$ cat src/rtl/pmod_als_pkg.sv
// Shared types and frame geometry for the PmodALS (ADC081S021) SPI master.
package pmod_als_pkg;

  localparam int unsigned ALS_FRAME_BITS = 16;
  localparam int unsigned ALS_DATA_MSB   = 12;
  localparam int unsigned ALS_DATA_LSB   = 5;
  localparam int unsigned ALS_DATA_W     = ALS_DATA_MSB - ALS_DATA_LSB + 1;
  localparam int unsigned ALS_BITCNT_W   = $clog2(ALS_FRAME_BITS);

  typedef enum logic [1:0] {
    IDLE,
    SETUP,
    SHIFT,
    GAP
  } als_state_e;

endpackage

$ cat src/rtl/spi_clk_div.sv
// Half-period divider for scl: tick every CLK_DIV enabled clocks, plus rise strobe.
module spi_clk_div
  import pmod_als_pkg::*;
#(
  parameter int unsigned CLK_DIV = 25
) (
  input  logic clk,
  input  logic rst,
  input  logic en,
  input  logic scl,
  output logic tick_c,
  output logic rise_c
);

  localparam int unsigned CNT_W = (CLK_DIV > 1) ? $clog2(CLK_DIV) : 1;

  logic [CNT_W-1:0] cnt;

  assign tick_c = en && (cnt == CNT_W'(CLK_DIV - 1));
  // A tick while scl is low is the 0->1 transition.
  assign rise_c = tick_c && !scl;

  always_ff @(posedge clk) begin
    if (rst || !en) begin
      cnt <= '0;
    end else if (tick_c) begin
      cnt <= '0;
    end else begin
      cnt <= cnt + CNT_W'(1);
    end
  end

endmodule

$ cat src/rtl/pmod_als_spi_master.sv
// SPI master for the PmodALS light sensor; one 8-bit sample per 16-bit frame.
// Optional PMODALS_FRAME_CHECK_EN adds frame_err for non-zero pad bits.
module pmod_als_spi_master
  import pmod_als_pkg::*;
#(
  parameter int unsigned CLK_DIV    = 25,
  parameter int unsigned GAP_CYCLES = 50
) (
  input  logic                  clk,
  input  logic                  rst,
  input  logic                  start,
  input  logic                  sdo,
  output logic                  cs,
  output logic                  scl,
  output logic [ALS_DATA_W-1:0] data,
  output logic                  valid,
  output logic                  busy
`ifdef PMODALS_FRAME_CHECK_EN
  ,
  output logic                  frame_err
`endif
);

  localparam int unsigned GAP_W = (GAP_CYCLES > 1) ? $clog2(GAP_CYCLES) : 1;

  als_state_e                state, state_d;
  logic                      cs_d, scl_d, busy_d, valid_d;
  logic [ALS_DATA_W-1:0]     data_d;
  logic [ALS_FRAME_BITS-1:0] shreg, shreg_d;
  logic [ALS_BITCNT_W-1:0]   bitcnt, bitcnt_d;
  logic [GAP_W-1:0]          gcnt, gcnt_d;
  logic                      tick_c, rise_c;

  spi_clk_div #(.CLK_DIV(CLK_DIV)) u_div (
    .clk    (clk),
    .rst    (rst),
    .en     ((state == SETUP) || (state == SHIFT)),
    .scl    (scl),
    .tick_c (tick_c),
    .rise_c (rise_c)
  );

`ifdef PMODALS_FRAME_CHECK_EN
  logic frame_err_d;
`else
  logic unused_c;
  assign unused_c = ^{shreg[ALS_FRAME_BITS-1:ALS_DATA_MSB+1], shreg[ALS_DATA_LSB-1:0]};
`endif

  always_ff @(posedge clk) begin
    if (rst) begin
      state     <= IDLE;
      cs        <= 1'b1;
      scl       <= 1'b1;
      busy      <= 1'b0;
      valid     <= 1'b0;
      data      <= '0;
      shreg     <= '0;
      bitcnt    <= '0;
      gcnt      <= '0;
`ifdef PMODALS_FRAME_CHECK_EN
      frame_err <= 1'b0;
`endif
    end else begin
      state     <= state_d;
      cs        <= cs_d;
      scl       <= scl_d;
      busy      <= busy_d;
      valid     <= valid_d;
      data      <= data_d;
      shreg     <= shreg_d;
      bitcnt    <= bitcnt_d;
      gcnt      <= gcnt_d;
`ifdef PMODALS_FRAME_CHECK_EN
      frame_err <= frame_err_d;
`endif
    end
  end

  // Next-state and next-output logic.
  always_comb begin
    state_d     = state;
    cs_d        = cs;
    scl_d       = scl;
    busy_d      = busy;
    valid_d     = 1'b0;
    data_d      = data;
    shreg_d     = shreg;
    bitcnt_d    = bitcnt;
    gcnt_d      = gcnt;
`ifdef PMODALS_FRAME_CHECK_EN
    frame_err_d = frame_err;
`endif
    case (state)
      IDLE: begin
        cs_d   = 1'b1;
        scl_d  = 1'b1;
        busy_d = 1'b0;
        if (start) begin
          state_d  = SETUP;
          cs_d     = 1'b0;
          busy_d   = 1'b1;
          bitcnt_d = '0;
        end
      end
      SETUP: begin
        if (tick_c) begin
          scl_d   = 1'b0;
          state_d = SHIFT;
        end
      end
      SHIFT: begin
        if (rise_c) begin
          scl_d    = 1'b1;
          shreg_d  = {shreg[ALS_FRAME_BITS-2:0], sdo};
          bitcnt_d = bitcnt + ALS_BITCNT_W'(1);
        end else if (tick_c && (bitcnt == '0)) begin
          // Counter wrapped on the 16th rise: end of frame, no trailing fall.
          cs_d    = 1'b1;
          data_d  = shreg[ALS_DATA_MSB:ALS_DATA_LSB];
          valid_d = 1'b1;
          gcnt_d  = '0;
          state_d = GAP;
`ifdef PMODALS_FRAME_CHECK_EN
          frame_err_d = (shreg[ALS_FRAME_BITS-1:ALS_DATA_MSB+1] != '0) ||
                        (shreg[ALS_DATA_LSB-1:0] != '0);
`endif
        end else if (tick_c) begin
          scl_d = 1'b0;
        end
      end
      GAP: begin
        cs_d  = 1'b1;
        scl_d = 1'b1;
        if (gcnt == GAP_W'(GAP_CYCLES - 1)) begin
          if (start) begin
            state_d  = SETUP;
            cs_d     = 1'b0;
            bitcnt_d = '0;
          end else begin
            state_d = IDLE;
            busy_d  = 1'b0;
          end
        end else begin
          gcnt_d = gcnt + GAP_W'(1);
        end
      end
      default: state_d = IDLE;
    endcase
  end

endmodule

$ cat config.mk
export PLATFORM = sky130hd
export DESIGN_NAME = pmod_als_spi_master
export DESIGN_NICKNAME = d
export VERILOG_FILES = /design/src/rtl/pmod_als_pkg.sv /design/src/rtl/spi_clk_div.sv /design/src/rtl/pmod_als_spi_master.sv
export SDC_FILE = /design/constraint.sdc
export NUM_CORES = 1
export LEC_CHECK = 0
export BUFFER_PORTS_ARGS = -buffer_cell sky130_fd_sc_hd__buf_2
export CELL_PAD_IN_SITES_DETAIL_PLACEMENT = 1
export CELL_PAD_IN_SITES_GLOBAL_PLACEMENT = 1
export CORE_MARGIN = 2
export CORE_UTILIZATION = 30
export CTS_CLUSTER_DIAMETER = 120
export CTS_CLUSTER_SIZE = 20
export DETAILED_ROUTE_END_ITERATION = 12
export GPL_TIMING_DRIVEN = 0
export HOLD_SLACK_MARGIN = 0.08
export PLACE_DENSITY_LB_ADDON = 0.1
export SLEW_MARGIN = 25
export SYNTH_ARGS = -nofsm -noshare
export SYNTH_HDL_FRONTEND = slang
export SYNTH_SLANG_ARGS = --single-unit
$ cat constraint.sdc
create_clock -name clk -period 8.3 [get_ports clk]
set_clock_uncertainty 0.1 [all_clocks]
set_input_delay 1.66 -clock clk [delete_from_list [all_inputs] [get_ports clk]]
set_output_delay 1.66 -clock clk [all_outputs]
set_load 0.03 [all_outputs]
==> impl_metrics.json <==
{
  "outcome": "finished clean",
  "synth-edff-count": 0,
  "place.gp.congestion": 0.7037,
  "drt-initial-drc-count": 75,
  "yosys.area.top_type_share": 0.4036,
  "synth_fp_nets": 249,
  "share_of_the_cycle_needed_by_the_critical_path_after_routing": 0.3776,
  "cts-buffers-inserted": 5,
  "hp-start": "shreg[3]",
  "fin_total_pwr_uw": 539.0,
  "worstReg2RegStart": "state[0]",
  "post_route_cells_drive_above_1_share": 0.1569,
  "cts_tree": "yes",
  "unique_masters_post_synth": 51,
  "ios": 16,
  "comb_power_share": 0.325,
  "crit_path_start": "state[0]",
  "asyncSetResetFlopFracSynth": 0,
  "rows": 30,
  "hold_violations": 0,
  "sw_pwr_uw": 195.3,
  "worst_skew_pair.late_latency_ns": 0.30,
  "worstPathMaxFanout": 7,
  "fin_tns_setup_ns": 0,
  "cts_hold_buffers": 0,
  "worst_r2r_path_depth": 10,
  "cts-resized-gates": 0,
  "ys_ff_latch": 42,
  "launching_element_type_of_the_critical_path": "register",
  "max_freq_mhz": 319.0,
  "antenna_found_initial": 0,
  "die_h_um": 87.33,
  "detail_route.drc_violations": 0,
  "gr-max-usage-layer": "met2",
  "cp_data_arrival_time_ns": 3.24,
  "detailed_place_hpwl_um": 3641,
  "grt_pass1_wl_um": 8714,
  "static-leakage-power_uw": 0.0009731,
  "grt_use_total": 0.1471,
  "routedWlPerCell_um": 14.85,
  "grt_util_met1": 0.2036,
  "avgViaCountPerCell": 4.985,
  "timing.final.setup_violations": 0,
  "timing_worst_slew_pin_value_ns": 0.7711,
  "via_count_of_the_first_global_routing_pass": 1696,
  "synth.yosys.seq_area_share": 0.4036,
  "fp.dieW_um": 87.33,
  "global_route.usage.met2": 0.2245,
  "syn_inst": 232,
  "syn2layout_area_growth_pct": 12.55,
  "gr-usage-met3": 0.03318,
  "yosys.area.top_type": "sky130_fd_sc_hd__dfxtp_1",
  "h-tree-depth": 2,
  "drt_first_pass_iters": 4,
  "avgSynthCellArea_sq_um": 8.980,
  "num-fill-cells": 804,
  "grt_start_max_net_pins": 14,
  "seqPwrFrac": 0.427,
  "drt.antenna.violating_nets": 0,
  "portBuffers": 15,
  "postRouteWirelength_um": 4974,
  "layout.nets": 271,
  "power_frac_clock": 0.247,
  "cts_num_sinks": 42,
  "drv_cap": 0,
  "via_count": 1670,
  "swShare": 0.3623,
  "floorplan.core_area_sq_um": 6756,
  "clk_root_buffer_cell": "sky130_fd_sc_hd__clkbuf_8",
  "initial_core_util": 0.3083,
  "finish.instance_area_sq_um": 2345,
  "ys_top_cells_by_area": "sky130_fd_sc_hd__dfxtp_1, sky130_fd_sc_hd__ha_1, sky130_fd_sc_hd__a21oi_1, sky130_fd_sc_hd__nand2_1, sky130_fd_sc_hd__mux2i_1",
  "floorplan.die_area_sq_um": 7627,
  "synth_top_flop_cell": "sky130_fd_sc_hd__dfxtp_1",
  "ant_diodes": 0,
  "critPathRequiredTime_ns": 8.40,
  "rsz_0062_raised_after_global_routing": "false",
  "clk_path_buf_depth": 2,
  "min_period_ns": 3.134,
  "min-delay-path-class": "register to register",
  "gr-total-overflow": 0,
  "timing.setup.critical_path_class": "register to register",
  "power_density_nw_per_um2": 229.9,
  "synth_warnings": 0,
  "dpl_cell_area_sq_um": 2258,
  "slew-limit-headroom": 0.4805,
  "post_synth_instance_area_sq_um": 2083,
  "internal_pwr_total_uw": 343.7,
  "setup.worst_path.end_class": "register",
  "number_of_setup_buffers_added_after_cts": 0,
  "number_of_max_slew_violations_in_the_final_report": 0,
  "max-vdd-ir-drop_mv": 0.07939,
  "hold-path-cell-count": 2,
  "clk_transition_reported_paths_ns": 0.09
}
==> Yosys cell counts, drive strengths merged (3+ instances only) <==
cell and number:
dfxtp 42, nand2 31, a21oi 23, nor2 16, inv 14, ha 13, mux2i 11, nand2b 8
o21ai 6, buf 5, clkbuf 5, nand3 5, a31oi 3, and3 3, nand3b 3, nor3 3
o31ai 3, or4 3
==> registers in the layout (all words and copies together) (netlist names) <==
signal     count
shreg         13
data           8
gcnt           6
u_div.cnt      5
bitcnt         4
state          2
busy           1
cs             1
scl            1
valid          1
==> cells in the final DEF, fill, tap and decap left out, types with 6 or more instances in the layout <==
master                      n
sky130_fd_sc_hd__dfxtp_1   42
sky130_fd_sc_hd__nand2_1   30
sky130_fd_sc_hd__a21oi_1   23
sky130_fd_sc_hd__nor2_1    16
sky130_fd_sc_hd__buf_2     15
sky130_fd_sc_hd__inv_1     14
sky130_fd_sc_hd__ha_1      13
sky130_fd_sc_hd__mux2i_1   11
sky130_fd_sc_hd__nand2b_1   8
sky130_fd_sc_hd__o21ai_0    6
==> power by group through the flow <==
stage | Sequential [uW] | Combinational (uW) | Clock (uW)
3_3_place_gp | 236 | 174 | 0
3_5_place_dp | 236 | 176 | 0
2_1_floorplan | 243 | 121 | 0
4_1_cts | 231 | 178 | 142
5_1_grt | 233 | 196 | 149
6_report | 230 | 175 | 133
==> cell type report <==
cell class                 count  area [sq um]  area share
clock inverter                 2         13.76    0.005870
tap                           80         100.1     0.04269
multi-input combinational    166          1122      0.4787
clock buffer                   6         72.57     0.03095
timing repair buffer          15         75.07     0.03202
buffer                        10         67.56     0.02882
inverter                      14         52.55     0.02241
sequential                    42         840.8      0.3586
==> kinds of logic after synthesis <==
family                     Yosys count  share of synthesized area
and+or+nand+nor                     89                     0.2366
AOI/OAI and AO/OA                   50                     0.1586
DFF                                 42                     0.4036
buffers and inverters               24                    0.05766
adders and majority gates           13                    0.07808
muxes                               11                    0.05285
xor gates and xnor gates             3                    0.01261
==> through the flow <==
step / util / setup slack, ns / hold WS [ns] / std cells
2_1_floorplan: - / 5.573 / 0.3297 / 232
6_report: 0.3470 / 5.166 / 0.3595 / 335
4_1_cts: 0.3470 / 5.123 / 0.3596 / 335
5_1_grt: 0.3470 / 4.862 / 0.3624 / 335
3_5_place_dp: 0.3343 / 5.155 / 0.3492 / 327
3_3_place_gp: 0.3343 / 5.237 / 0.3446 / 327
==> final timing paths <==
path                            endpoint  slack (ns)
worst max register to register   gcnt[4]        5.17
worst min-delay path            shreg[4]        0.36
worst min register to register  shreg[4]        0.36
worst max-delay path             gcnt[4]        5.17
==> critical path, cell delays in order (launching register included) <==
cell	delay (ns)
sky130_fd_sc_hd__dfxtp_1	0.38
sky130_fd_sc_hd__inv_1	0.12
sky130_fd_sc_hd__ha_1	0.40
sky130_fd_sc_hd__and3b_1	0.23
sky130_fd_sc_hd__nand3_1	0.16
sky130_fd_sc_hd__inv_1	0.07
sky130_fd_sc_hd__ha_1	0.26
sky130_fd_sc_hd__or4b_4	0.54
sky130_fd_sc_hd__o31ai_4	0.38
sky130_fd_sc_hd__a31oi_1	0.14
sky130_fd_sc_hd__a311oi_1	0.26
==> per-layer routing <==
| layer | vias up | routed length [um] | part of all wire |
|---|---|---|---|
| li1 | 847 | - | - |
| met1 | 807 | 2664 | 0.54 |
| met3 | 6 | 112 | 0.023 |
| met2 | 10 | 2121 | 0.43 |
| met5 | - | 0 | 0 |
| met4 | 0 | 76 | 0.015 |
Power figures use the tool's default switching activity.
